### config.mk
export PLATFORM = sky130hd
export DESIGN_NAME = forward_hazard_unit
export DESIGN_NICKNAME = d
export VERILOG_FILES = /design/src/rtl/forward_hazard_unit_pkg.sv /design/src/rtl/forward_hazard_unit_fwd_compare.sv /design/src/rtl/forward_hazard_unit.sv
export SDC_FILE = /design/constraint.sdc
export NUM_CORES = 1
export LEC_CHECK = 0
export CORE_UTILIZATION = 40
export DETAILED_ROUTE_END_ITERATION = 7
export PLACE_DENSITY_LB_ADDON = 0.2
export SLEW_MARGIN = 10
export SYNTH_ARGS = -nofsm -noshare
export SYNTH_HDL_FRONTEND = slang
export SYNTH_SLANG_ARGS = --single-unit
### constraint.sdc
create_clock -name clk -period 3.8 [get_ports clk]
set_input_delay 0.57 -clock clk [delete_from_list [all_inputs] [get_ports clk]]
set_output_delay 0.57 -clock clk [all_outputs]
set_load 0.05 [all_outputs]
### src/rtl/forward_hazard_unit_pkg.sv
// Shared types for EX-stage forwarding: select encoding, shadow stage tags
// and the source-vs-tag match rule used by every operand comparator.
package forward_hazard_unit_pkg;

    localparam int TAG_RD_W = 5;

    typedef enum logic [1:0] {
        FWD_NONE = 2'd0,
        FWD_MEM  = 2'd1,
        FWD_WB   = 2'd2
    } fwd_sel_t;

    typedef struct packed {
        logic                valid;
        logic [TAG_RD_W-1:0] rd;
        logic                we;
        logic                is_load;
    } stage_tag_t;

    localparam stage_tag_t STAGE_TAG_NONE = '{valid: 1'b0, rd: 5'd0, we: 1'b0, is_load: 1'b0};

    // x0 is hard-wired to zero, so it never counts as a producer.
    function automatic logic tag_match(input stage_tag_t t, input logic [TAG_RD_W-1:0] rs,
                                       input logic use_rs);
        return use_rs & t.valid & t.we & (t.rd == rs) & (rs != '0);
    endfunction

endpackage

### src/rtl/forward_hazard_unit_fwd_compare.sv
// One operand's comparator: picks the forwarding source and flags a hit on a
// load still sitting in EX.
module fwd_compare
    import forward_hazard_unit_pkg::*;
(
    input  logic [TAG_RD_W-1:0] i_rs,
    input  logic                i_use_rs,
    input  stage_tag_t          i_tag_ex,
    input  stage_tag_t          i_tag_mem,
    output fwd_sel_t            o_next_sel,
    output logic                o_load_hit
);

    logic w_hit_ex;
    logic w_hit_mem;

    assign w_hit_ex   = tag_match(i_tag_ex, i_rs, i_use_rs);
    assign w_hit_mem  = tag_match(i_tag_mem, i_rs, i_use_rs);
    assign o_load_hit = w_hit_ex & i_tag_ex.is_load;

    // Youngest producer wins; a load has no data in MEM, so it only ever forwards from WB.
    always_comb begin
        o_next_sel = FWD_NONE;
        if (w_hit_ex && !i_tag_ex.is_load) begin
            o_next_sel = FWD_MEM;
        end else if (w_hit_mem) begin
            o_next_sel = FWD_WB;
        end
    end

endmodule

### src/rtl/forward_hazard_unit.sv
// EX-stage forwarding select generator and load-use stall detector for the
// 5-stage rv32i pipeline. Optional perf counters under HAZ_PERF_CNT_EN.
module forward_hazard_unit
    import forward_hazard_unit_pkg::*;
#(
    parameter int REG_ADDR_W = 5,
    parameter int SEL_W      = 2
) (
    input  logic                  clk,
    input  logic                  rst,
    input  logic [REG_ADDR_W-1:0] ID_rs1,
    input  logic [REG_ADDR_W-1:0] ID_rs2,
    input  logic [REG_ADDR_W-1:0] ID_rd,
    input  logic                  ID_rd_we,
    input  logic                  ID_is_load,
    input  logic                  ID_valid,
    input  logic                  ID_use_rs1,
    input  logic                  ID_use_rs2,
    input  logic                  EX_flush,
    input  logic                  mem_stall,
    output logic [SEL_W-1:0]      EX_forwarding_sel1,
    output logic [SEL_W-1:0]      EX_forwarding_sel2,
    output logic                  load_use_stall
`ifdef HAZ_PERF_CNT_EN
    ,
    output logic [31:0]           perf_load_use_cnt,
    output logic [31:0]           perf_fwd_mem_cnt,
    output logic [31:0]           perf_fwd_wb_cnt
`endif
);

    // The retiring tag simply drops off the end of the shift: no comparison
    // ever consults a WB-stage producer, so only EX and MEM are stored.
    stage_tag_t r_tag_ex;
    stage_tag_t r_tag_mem;
    fwd_sel_t   r_sel1;
    fwd_sel_t   r_sel2;

    fwd_sel_t   w_next_sel1;
    fwd_sel_t   w_next_sel2;
    logic       w_load_hit1;
    logic       w_load_hit2;
    stage_tag_t w_tag_id;

    fwd_compare u_cmp_rs1 (
        .i_rs       (ID_rs1),
        .i_use_rs   (ID_use_rs1),
        .i_tag_ex   (r_tag_ex),
        .i_tag_mem  (r_tag_mem),
        .o_next_sel (w_next_sel1),
        .o_load_hit (w_load_hit1)
    );

    fwd_compare u_cmp_rs2 (
        .i_rs       (ID_rs2),
        .i_use_rs   (ID_use_rs2),
        .i_tag_ex   (r_tag_ex),
        .i_tag_mem  (r_tag_mem),
        .o_next_sel (w_next_sel2),
        .o_load_hit (w_load_hit2)
    );

    assign load_use_stall = ID_valid & ~EX_flush & (w_load_hit1 | w_load_hit2);
    assign w_tag_id       = '{valid: ID_valid, rd: ID_rd, we: ID_rd_we, is_load: ID_is_load};

    always_ff @(posedge clk) begin
        if (rst) begin
            r_tag_ex  <= STAGE_TAG_NONE;
            r_tag_mem <= STAGE_TAG_NONE;
            r_sel1    <= FWD_NONE;
            r_sel2    <= FWD_NONE;
        end else if (!mem_stall) begin
            r_tag_mem <= r_tag_ex;
            if (EX_flush || load_use_stall) begin
                r_tag_ex <= STAGE_TAG_NONE;
                r_sel1   <= FWD_NONE;
                r_sel2   <= FWD_NONE;
            end else begin
                r_tag_ex <= w_tag_id;
                r_sel1   <= ID_valid ? w_next_sel1 : FWD_NONE;
                r_sel2   <= ID_valid ? w_next_sel2 : FWD_NONE;
            end
        end
    end

    assign EX_forwarding_sel1 = r_sel1;
    assign EX_forwarding_sel2 = r_sel2;

`ifdef HAZ_PERF_CNT_EN
    logic        w_latch_sels;
    logic [31:0] w_mem_inc;
    logic [31:0] w_wb_inc;

    assign w_latch_sels = ID_valid & ~EX_flush & ~load_use_stall;
    assign w_mem_inc    = 32'(w_next_sel1 == FWD_MEM) + 32'(w_next_sel2 == FWD_MEM);
    assign w_wb_inc     = 32'(w_next_sel1 == FWD_WB) + 32'(w_next_sel2 == FWD_WB);

    always_ff @(posedge clk) begin
        if (rst) begin
            perf_load_use_cnt <= '0;
            perf_fwd_mem_cnt  <= '0;
            perf_fwd_wb_cnt   <= '0;
        end else if (!mem_stall) begin
            perf_load_use_cnt <= perf_load_use_cnt + 32'(load_use_stall);
            if (w_latch_sels) begin
                perf_fwd_mem_cnt <= perf_fwd_mem_cnt + w_mem_inc;
                perf_fwd_wb_cnt  <= perf_fwd_wb_cnt + w_wb_inc;
            end
        end
    end
`endif

endmodule

==> results.json, run 1 <==
{
  "period_minus_slack_ns": 3.13,
  "timing.critical_path.fanout_max": 11,
  "ff_latch_count_synth": 19,
  "yosys-top-cells-area": "dfxtp_1, xnor2_1, mux2i_1",
  "syn-num-nets": 140,
  "worst_setup_path_end_kind": "output port",
  "insertedDiodeCount": 0,
  "synthFlopType": "dfxtp_1",
  "type_of_the_setup_path_with_the_least_slack": "input port to output port",
  "antenna_found_initial": 0,
  "worst_setup_hold_path_clk_slew_ns": 0.11,
  "outcome": "complete, no violations",
  "grt_max_degree": 14,
  "final_slew_violations": 0,
  "crit_path_start_kind": "input port",
  "setup-tns-final_ns": 0,
  "route.detailed.drc": 0,
  "p_per_cell_area_nw_per_um2": 292,
  "tritoncts": "yes",
  "ys_async_sr_fraction_pct": 0,
  "post_cts_resized": 0,
  "pin_count": 29,
  "synth-warning-count": 0,
  "worst_slew_pin_slew_ns": 1.07,
  "cts.htree.levels": 1,
  "grt_resource_usage_total_pct": 21.3,
  "layout-drive-gt1-share_pct": 4.83,
  "drt_iter0_markers": 25,
  "netlist-cell-type-count": 25,
  "detail_route.wl_per_cell_um": 14.3,
  "post_cts_hold_buffer_count": 0,
  "synth.most_common_cell": "dfxtp_1",
  "drt_pre_antenna_iters": 4,
  "grt_pass1_wl_um": 4200,
  "critical_path_required_ns": 3.23,
  "synth-seq-area-share_pct": 37.5,
  "vias": 955,
  "clk_root_buffer_cell": "clkbuf_4",
  "drv_cap": 0,
  "cts-buffers-inserted": 3,
  "final.period_utilization_pct": 82.3,
  "vdd_drop_max_v": 0.000177,
  "timing.slew.headroom_pct": 27.9,
  "netlist.top_cell.by_area": "dfxtp_1",
  "synthDominantCellAreaShare_pct": 37.5,
  "final_net_count": 170,
  "clk_path_buf_depth": 2,
  "core_region_area_um2": 2300,
  "die_x_um": 52.3,
  "postRouteAntennaNets": 0,
  "worst_clock_skew_ns": 0.00442,
  "fin_cells": 173,
  "synth.cells.most_frequent": "dfxtp_1, xnor2_1, nand2_1, nor2_1, a22oi_1",
  "setup_repair_after_global_routing_missed_its_margin": "false",
  "grt_overflow_total": 0,
  "clk_sinks": 19,
  "drt_wl_total_um": 2470,
  "synthesis.instances": 116,
  "floorplan_die_height_um": 52.3,
  "vias_per_cell": 5.52,
  "worstHoldPathType": "register to register",
  "final-setup-viol-count": 0,
  "std_cell_rows": 17,
  "initial_core_util_pct": 44.1,
  "hold_viol": 0,
  "finalWeightedCongestion": 0.911,
  "area_enclosed_by_the_die_boundary_um2": 2740,
  "leakage_nw": 0.471,
  "synth_area_um2": 1010,
  "signal_arrival_time_at_the_worst_endpoint_ns": 2.56,
  "fmaxAchievable_mhz": 320,
  "port_buffers": 28,
  "worst_case_hold_slack_ns": 0.461,
  "synth-edff-count": 0,
  "postCtsSetupBuffers": 0,
  "worst_skew_pair.late_latency_ns": 0.30,
  "postSynthAreaPerCell_um2": 8.74,
  "place.detailed.instances": 169,
  "first_global_vias": 892,
  "area.growth.synth_to_final_pct": 32.1
}
==> where the power goes <==
group	total (W)	switching, W	internal (W)
Combinational	0.0000721	0.0000309	0.0000413
Sequential	0.000216	0.00000950	0.000206
Clock	0.000104	0.0000642	0.0000393
==> cell usage in the layout (no fill, tap or decap) <==
master / Yosys / layout
a22oi_1: 9 / 9
and3_1: 1 / 1
and3b_1: 1 / 1
buf_4: 0 / 2
clkbuf_4: 0 / 3
clkdlybuf4s50_1: 0 / 27
clkinv_2: 0 / 1
dfxtp_1: 19 / 19
mux2i_1: 7 / 7
nand2_1: 12 / 12
nand3_1: 2 / 2
nand3b_1: 1 / 1
nand4_1: 5 / 5
nor2_1: 11 / 11
nor2_2: 1 / 1
nor2b_1: 1 / 1
nor3_1: 1 / 1
nor4_1: 5 / 5
nor4b_1: 1 / 1
o21a_1: 1 / 1
o21ai_0: 6 / 6
o21ai_1: 3 / 3
o31ai_1: 3 / 3
or4_1: 2 / 2
xnor2_1: 14 / 14
xor2_1: 6 / 6
==> path summary, 6_finish.rpt <==
path	startpoint	end	slack, ns	cells past startpoint
max	ID_rs1[2]	load_use_stall	0.67	7
min	EX_forwarding_sel2[1]	EX_forwarding_sel2[1]	0.46	2
max reg2reg	r_tag_ex[6]	r_tag_ex[6]	2.05	5
min reg2reg	EX_forwarding_sel2[1]	EX_forwarding_sel2[1]	0.46	2
==> metrics by stage <==
step / area (µm²) / total power [W] / worst slack, ns / utilization [%]
3_3_place_gp: 1310 / 0.000291 / 0.729 / 57.1
5_1_grt: 1340 / 0.000415 / 0.547 / 58.3
6_report: 1340 / 0.000391 / 0.674 / 58.3
3_5_place_dp: 1310 / 0.000292 / 0.684 / 57.1
4_1_cts: 1340 / 0.000396 / 0.677 / 58.3
2_1_floorplan: 1010 / 0.000252 / 1.43 / -
==> sequential cells by signal (all words and copies together) (netlist names) <==
| signal | cells |
|---|---|
| r_tag_mem | 7 |
| EX_forwarding_sel2 | 2 |
| r_tag_ex | 8 |
| EX_forwarding_sel1 | 2 |
==> worst max-delay path, stage by stage <==
cell and delay, ns:
clkdlybuf4s50_1 0.49, or4_1 0.54, nor2_1 0.15, nor4_1 0.10, o21a_1 0.30, and3b_1 0.23
buf_4 0.18
==> logic make-up (layout without fill, tap and decap cells) <==
logic type | Yosys count | after routing | synth area share (%)
xor gates and xnor gates | 20 | 20 | 17.3
buffers and inverters | 4 | 33 | 2.22
and+or+nand+nor | 44 | 44 | 22.0
muxes | 7 | 7 | 6.91
DFF | 19 | 19 | 37.5
AOI/OAI and AO/OA | 22 | 22 | 14.1
==> per-layer routing <==
metal	up-vias	share of wire [%]	wire length [µm]	track usage, %
met4	0	0.49	12	5.26
met2	24	47	1170	36.3
li1	480	-	-	-
met5	-	0	0	0
met3	2	4.7	117	5.51
met1	449	47	1170	26.4
==> layout make-up <==
| cell class | instances | area, µm² |
|---|---|---|
| clock inverter | 1 | 5.00 |
| clock buffer | 3 | 22.5 |
| multi-input combinational | 93 | 611 |
| timing repair buffer | 29 | 285 |
| sequential | 19 | 380 |
| fill | 215 | 958 |
| tap | 28 | 35.0 |
(Power assumes the default switching activity.)
==> run 2, diff against run 1 <==
==> constraint.sdc (replaced) <==
create_clock -name clk -period 2.7 [get_ports clk]
set_input_delay 0.405 -clock clk [delete_from_list [all_inputs] [get_ports clk]]
set_output_delay 0.405 -clock clk [all_outputs]
set_load 0.05 [all_outputs]
==> run 2 against run 1 <==
  * Cell area up 4.8%
  * Global-route usage is 0.93 points lower
  * Routed wire length down 0.77%
  * Hold slack better by 0.0020 ns
  * Combinational power up 48%
  * First-iteration DRC count decreased by 40%
  * Flip-flop and latch count did not move
  * Total power grew 40%
  * Sequential share of layout area decreased by 1.3 points
  * Largest power group unchanged
==> results.json, run 2 (same netlist as run 1, synthesis figures left out) <==
{
  "regToRegStartpoint": "r_tag_ex[2]",
  "vdd_drop_max_v": 0.000307,
  "initial_core_util_pct": 44.1,
  "drt_wl_total_um": 2460,
  "clk_sinks": 19,
  "fmaxAchievable_mhz": 387,
  "worstHoldPathType": "register to register",
  "fin_cells": 180,
  "grt_pass1_wl_um": 4080,
  "postRouteAntennaNets": 0,
  "ff2ff_path_depth": 6,
  "place_hpwl_um": 2050,
  "die_x_um": 52.3,
  "hold_depth": 2,
  "drt_iter0_markers": 15,
  "outcome": "complete, no violations",
  "postCtsSetupBuffers": 0,
  "regs_by_ff_count": "r_tag_ex: 8 flops, r_tag_mem: 7 flops",
  "grt_max_degree": 13,
  "first_global_vias": 934,
  "signal_arrival_time_at_the_worst_endpoint_ns": 2.18,
  "clk_root_buffer_cell": "clkbuf_4",
  "worst_skew_pair.late_latency_ns": 0.29,
  "drv_cap": 0,
  "totalPowerFinal_w": 0.000547,
  "timing.slew.headroom_pct": 66.7,
  "final.period_utilization_pct": 95.8,
  "worst_setup_hold_path_clk_slew_ns": 0.10,
  "setup-tns-final_ns": 0,
  "vias": 961,
  "critical_path_required_ns": 2.30,
  "worst_hold_startpoint": "EX_forwarding_sel2[1]",
  "clk_path_buf_depth": 2,
  "worst_slew_pin_slew_ns": 0.499,
  "largest_register_ffs": 8,
  "cts-buffers-inserted": 3,
  "area_enclosed_by_the_die_boundary_um2": 2740,
  "detail_route.wl_per_cell_um": 13.6,
  "port_buffers": 28,
  "layout-drive-gt1-share_pct": 8.55,
  "final.fill_count": 221,
  "grt_resource_usage_total_pct": 20.4,
  "route.detailed.drc": 0,
  "timing.critical_path.fanout_max": 3,
  "dp_slack_ns": 0.107,
  "type_of_the_setup_path_with_the_least_slack": "input port to output port",
  "leakage_nw": 0.507,
  "crit_path_start_kind": "input port",
  "critical_path.reg2reg.endpoint": "r_tag_ex[6]",
  "final_slew_violations": 0,
  "area.growth.synth_to_final_pct": 38.4,
  "antenna_found_initial": 0,
  "worst_setup_path_end_kind": "output port",
  "final_net_count": 177,
  "worst_clock_skew_ns": 0.00535,
  "regToRegSetupSlack_ns": 0.97,
  "layout_common_cells": "clkdlybuf4s50_1, dfxtp_1, xnor2_1",
  "final-setup-viol-count": 0,
  "mostFrequentLayoutCell": "clkdlybuf4s50_1",
  "top_register": "r_tag_ex",
  "post-route-worst-setup-slack_ns": 0.115,
  "grt_overflow_total": 0,
  "tritoncts": "yes",
  "drt_pre_antenna_iters": 6,
  "hold_path_end": "EX_forwarding_sel2[1]",
  "vias_per_cell": 5.34,
  "final_core_util_pct": 61.1,
  "post_cts_hold_buffer_count": 0,
  "p_per_cell_area_nw_per_um2": 390,
  "std_cell_rows": 17,
  "finalWeightedCongestion": 0.873,
  "setup_repair_after_global_routing_missed_its_margin": "false",
  "hold_viol": 0,
  "insertedDiodeCount": 0,
  "cts.htree.levels": 1,
  "core_region_area_um2": 2300,
  "place.detailed.instances": 176,
  "floorplan_die_height_um": 52.3,
  "post_cts_resized": 0,
  "period_minus_slack_ns": 2.59,
  "pin_count": 29
}
==> run 2: cell types whose count changed in the layout (fill, tap and decap cells not counted) <==
cell,previous run,this run
buf_12,0,1
buf_4,2,8
clkbuf_1,0,1
clkinv_2,1,0
==> run 2: through the flow <==
step	cell area, µm²	hold slack (ns)
CTS	1400	0.467
global placement	1380	0.441
finish	1400	0.463
detailed placement	1380	0.448
global route	1400	0.502
floorplan	1010	0.464
==> run 2: critical path, cell delays in order <==
cell and delay (ns):
clkdlybuf4s50_1 0.46, or4_1 0.56, nor2_2 0.12, nor4_1 0.08, o21a_1 0.20, and3b_1 0.21, buf_12 0.15
==> run 2: how the worst max path moves through the flow <==
stage / from / to / cells after the start
2_1_floorplan: ID_rs2[1] / load_use_stall / 5
3_3_place_gp: ID_rs2[1] / load_use_stall / 7
3_5_place_dp: ID_rs2[1] / load_use_stall / 7
4_1_cts: ID_rs2[1] / load_use_stall / 7
5_1_grt: ID_rs2[4] / load_use_stall / 7
6_report: ID_rs2[1] / load_use_stall / 7
==> run 2: final cells by class <==
class	count	area (µm²)	share of cell area (%)
multi-input combinational	93	611	43.5
sequential	19	380	27.1
timing repair buffer	36	350	25.0
tap	28	35.0	2.50
clock buffer	4	26.3	1.87
==> run 2: power by group <==
part / total, W / internal [W] / switching [W]
combinational: 0.000107 / 0.0000630 / 0.0000435
sequential: 0.000304 / 0.000290 / 0.0000135
clock: 0.000137 / 0.0000573 / 0.0000793
==> run 2: per-layer routing <==
metal	vias to the layer above	global-route usage, %	wire [µm]
met5	-	0	0
met4	0	5.26	14
met3	2	3.48	106
met2	25	35.2	1160
met1	437	25.8	1180
li1	497	-	-
==> run 3, diff against run 2 <==
--- a/config.mk
+++ b/config.mk
@@ -5,10 +5,11 @@
 export SDC_FILE = /design/constraint.sdc
 export NUM_CORES = 1
 export LEC_CHECK = 0
+export ABC_AREA = 1
 export CORE_UTILIZATION = 40
 export DETAILED_ROUTE_END_ITERATION = 7
 export PLACE_DENSITY_LB_ADDON = 0.2
-export SLEW_MARGIN = 10
+export SLEW_MARGIN = 30
 export SYNTH_ARGS = -nofsm -noshare
 export SYNTH_HDL_FRONTEND = slang
 export SYNTH_SLANG_ARGS = --single-unit
==> run 3 against run 2 <==
  * Largest power group unchanged
  * Register-to-register slack better by 0.32 ns
  * Sequential share of layout area shrank 2.0 points
  * Final cell count up 34%
  * Count of clock-buffer cells in the layout did not move
  * Clock power rose by 5%
  * Cell area up 7.8%
  * Flip-flop and latch count did not move
  * First-iteration DRC count increased to 6.3 times the previous value
  * Highest routed layer unchanged
  * Combinational power rose by 7%
  * Critical path type unchanged
  * Setup slack better by 0.28 ns
  * Total power rose by 1.7%
  * The flow now finishes with violations (DRC)
==> results.json, run 3 <==
{
  "layout_common_cells": "nand2_1, clkdlybuf4s50_1, nor2_1",
  "wl_met3_um": 152,
  "type_of_the_setup_path_with_the_least_slack": "input port to output port",
  "clk_root_buffer_cell": "clkbuf_4",
  "finalWeightedCongestion": 0.891,
  "die_x_um": 57.5,
  "pin_count": 29,
  "first_global_vias": 1195,
  "postRouteAntennaNets": 0,
  "worst_slew_pin_slew_ns": 0.693,
  "final_slew_violations": 0,
  "post_cts_resized": 0,
  "route.layer.met1.wl_um": 1390,
  "synth.most_common_cell": "nand2_1",
  "synth-seq-area-share_pct": 30.9,
  "regToRegSetupSlack_ns": 1.29,
  "cts-buffers-inserted": 3,
  "vdd_drop_max_v": 0.000202,
  "netlist-cell-type-count": 23,
  "grt_overflow_total": 0,
  "regToRegStartpoint": "r_tag_ex[5]",
  "synth-edff-count": 0,
  "ff_latch_count_synth": 19,
  "p_per_cell_area_nw_per_um2": 368,
  "layout-drive-gt1-share_pct": 6.16,
  "grt_pass1_wl_um": 5150,
  "hold_depth": 2,
  "synth.cells.most_frequent": "nand2_1, nor2_1, a21oi_1, dfxtp_1, inv_1",
  "crit_path_start_kind": "input port",
  "yosys-top-cells-area": "dfxtp_1, nand2_1, a21oi_1",
  "worst_setup_path_end_kind": "output port",
  "antenna_found_initial": 0,
  "mostFrequentLayoutCell": "nand2_1",
  "hold_viol": 0,
  "signal_arrival_time_at_the_worst_endpoint_ns": 1.90,
  "critical_path_required_ns": 2.30,
  "vias": 1252,
  "synthesis.instances": 185,
  "clk_sinks": 19,
  "grt_resource_usage_total_pct": 20.2,
  "setup_repair_after_global_routing_missed_its_margin": "false",
  "port_buffers": 28,
  "hold_path_end": "EX_forwarding_sel2[1]",
  "top_register": "r_tag_ex",
  "ff2ff_path_depth": 10,
  "synth_area_um2": 1230,
  "syn-num-nets": 209,
  "area.growth.synth_to_final_pct": 22.9,
  "p_sw_share_pct": 27.5,
  "synthFlopType": "dfxtp_1",
  "largest_register_ffs": 8,
  "worst_case_hold_slack_ns": 0.470,
  "worst_skew_pair.late_latency_ns": 0.30,
  "area_enclosed_by_the_die_boundary_um2": 3300,
  "drt_wl_total_um": 2980,
  "drt_iter0_markers": 94,
  "final.period_utilization_pct": 85.2,
  "period_minus_slack_ns": 2.30,
  "cts.htree.levels": 1,
  "worst_clock_skew_ns": 0.00608,
  "critical_path.reg2reg.endpoint": "EX_forwarding_sel1[0]",
  "regs_by_ff_count": "r_tag_ex: 8 flops, r_tag_mem: 7 flops",
  "fmaxAchievable_mhz": 435,
  "leakage_nw": 0.598,
  "worst_hold_startpoint": "EX_forwarding_sel2[1]",
  "synth-warning-count": 0,
  "route.detailed.drc": 3,
  "tritoncts": "yes",
  "clk_path_buf_depth": 2,
  "synthDominantCellAreaShare_pct": 30.9,
  "violated_checks": "DRC",
  "timing.critical_path.fanout_max": 13,
  "insertedDiodeCount": 0,
  "timing.slew.headroom_pct": 53.7,
  "power.internal_w": 0.000403,
  "core_region_area_um2": 2830,
  "top_layer_used": "met4",
  "worst_setup_hold_path_clk_slew_ns": 0.11,
  "worstHoldPathType": "register to register",
  "met2WireLength_um": 1350,
  "reg_power_share_pct": 53.7,
  "grt_max_degree": 22,
  "netlist.top_cell.by_area": "dfxtp_1",
  "initial_core_util_pct": 43.5,
  "place_hpwl_um": 2250,
  "postCtsSetupBuffers": 0,
  "setup-tns-final_ns": 0,
  "combPwrFrac_pct": 20.5,
  "p_clk_share_pct": 25.8,
  "postSynthAreaPerCell_um2": 6.65,
  "ys_async_sr_fraction_pct": 0,
  "detail_route.wl_per_cell_um": 12.3,
  "outcome": "complete, but fails checks",
  "drv_cap": 0,
  "vias_per_cell": 5.17,
  "final-setup-viol-count": 0,
  "final_net_count": 236,
  "drt_pre_antenna_iters": 6,
  "post_cts_hold_buffer_count": 0,
  "std_cell_rows": 19,
  "reported_net_switching_power_w": 0.000153,
  "floorplan_die_height_um": 57.5
}
-- run 3: cell count changes after synthesis, sizes merged, moves of 5 or more --
cell / before / now
nor4: 5 / 0
o21ai: 9 / 2
inv: 0 / 19
nor2: 12 / 24
nand4: 5 / 11
a22oi: 9 / 0
nand2: 12 / 57
a21oi: 0 / 19
mux2i: 7 / 0
nand3: 2 / 8
-- run 3: layout make-up --
class | instances | area [µm²]
fillers | 297 | 1320
clock buffers | 4 | 26.3
inverters | 19 | 71.3
flip-flops and latches | 19 | 380
multi-input cells | 140 | 697
repair buffers | 29 | 298
well taps | 31 | 38.8
-- run 3: kinds of logic (layout without fill, tap and decap cells) --
family	after synthesis	count (layout)	synth area share, %
simple gates	102	102	36.5
compound gates	26	26	11.6
buf+inv	26	52	12.4
flops	19	19	30.9
xor+xnor	12	12	8.55
-- run 3: worst max path at each step --
stage	slack, ns	to	startpoint	cells after the start
5_1_grt	0.26	load_use_stall	ID_rs1[0]	10
4_1_cts	0.41	load_use_stall	ID_rs1[0]	10
3_3_place_gp	0.45	load_use_stall	ID_rs2[0]	9
6_report	0.40	load_use_stall	ID_rs1[0]	10
2_1_floorplan	0.92	load_use_stall	ID_rs1[3]	10
3_5_place_dp	0.43	load_use_stall	ID_rs1[0]	10
-- run 3: power by group through the flow --
stage          logic [W]  clock network, W  registers [W]
2_1_floorplan  0.0000679                 0       0.000302
3_3_place_gp    0.000111                 0       0.000305
3_5_place_dp    0.000113                 0       0.000305
4_1_cts         0.000113          0.000156       0.000299
5_1_grt         0.000127          0.000167       0.000300
6_report        0.000114          0.000144       0.000299
-- run 3: worst max-delay path, stage by stage --
cell,delay [ns]
clkdlybuf4s50_1,0.52
nor2_2,0.18
nand2_1,0.08
nor2_2,0.10
nor2_1,0.06
nand2_1,0.11
nand2_2,0.08
nand2_4,0.12
inv_1,0.09
buf_12,0.15
-- run 3: metal layers --
layer	vias to the layer above	global-route usage, %
li1	651	-
met1	550	27.0
met2	39	31.1
met3	12	2.27
met4	0	12.2
met5	-	0
-- run 3: through the flow --
| step | util [%] | std cells | worst slack, ns | total power, W | area (µm²) |
|---|---|---|---|---|---|
| after floorplan | - | 185 | 0.924 | 0.000370 | 1230 |
| after global placement | 52.5 | 238 | 0.452 | 0.000416 | 1490 |
| after detailed placement | 52.5 | 238 | 0.431 | 0.000417 | 1490 |
| after CTS | 53.4 | 242 | 0.413 | 0.000568 | 1510 |
| after global routing | 53.4 | 242 | 0.256 | 0.000595 | 1510 |
| final | 53.4 | 242 | 0.399 | 0.000556 | 1510 |
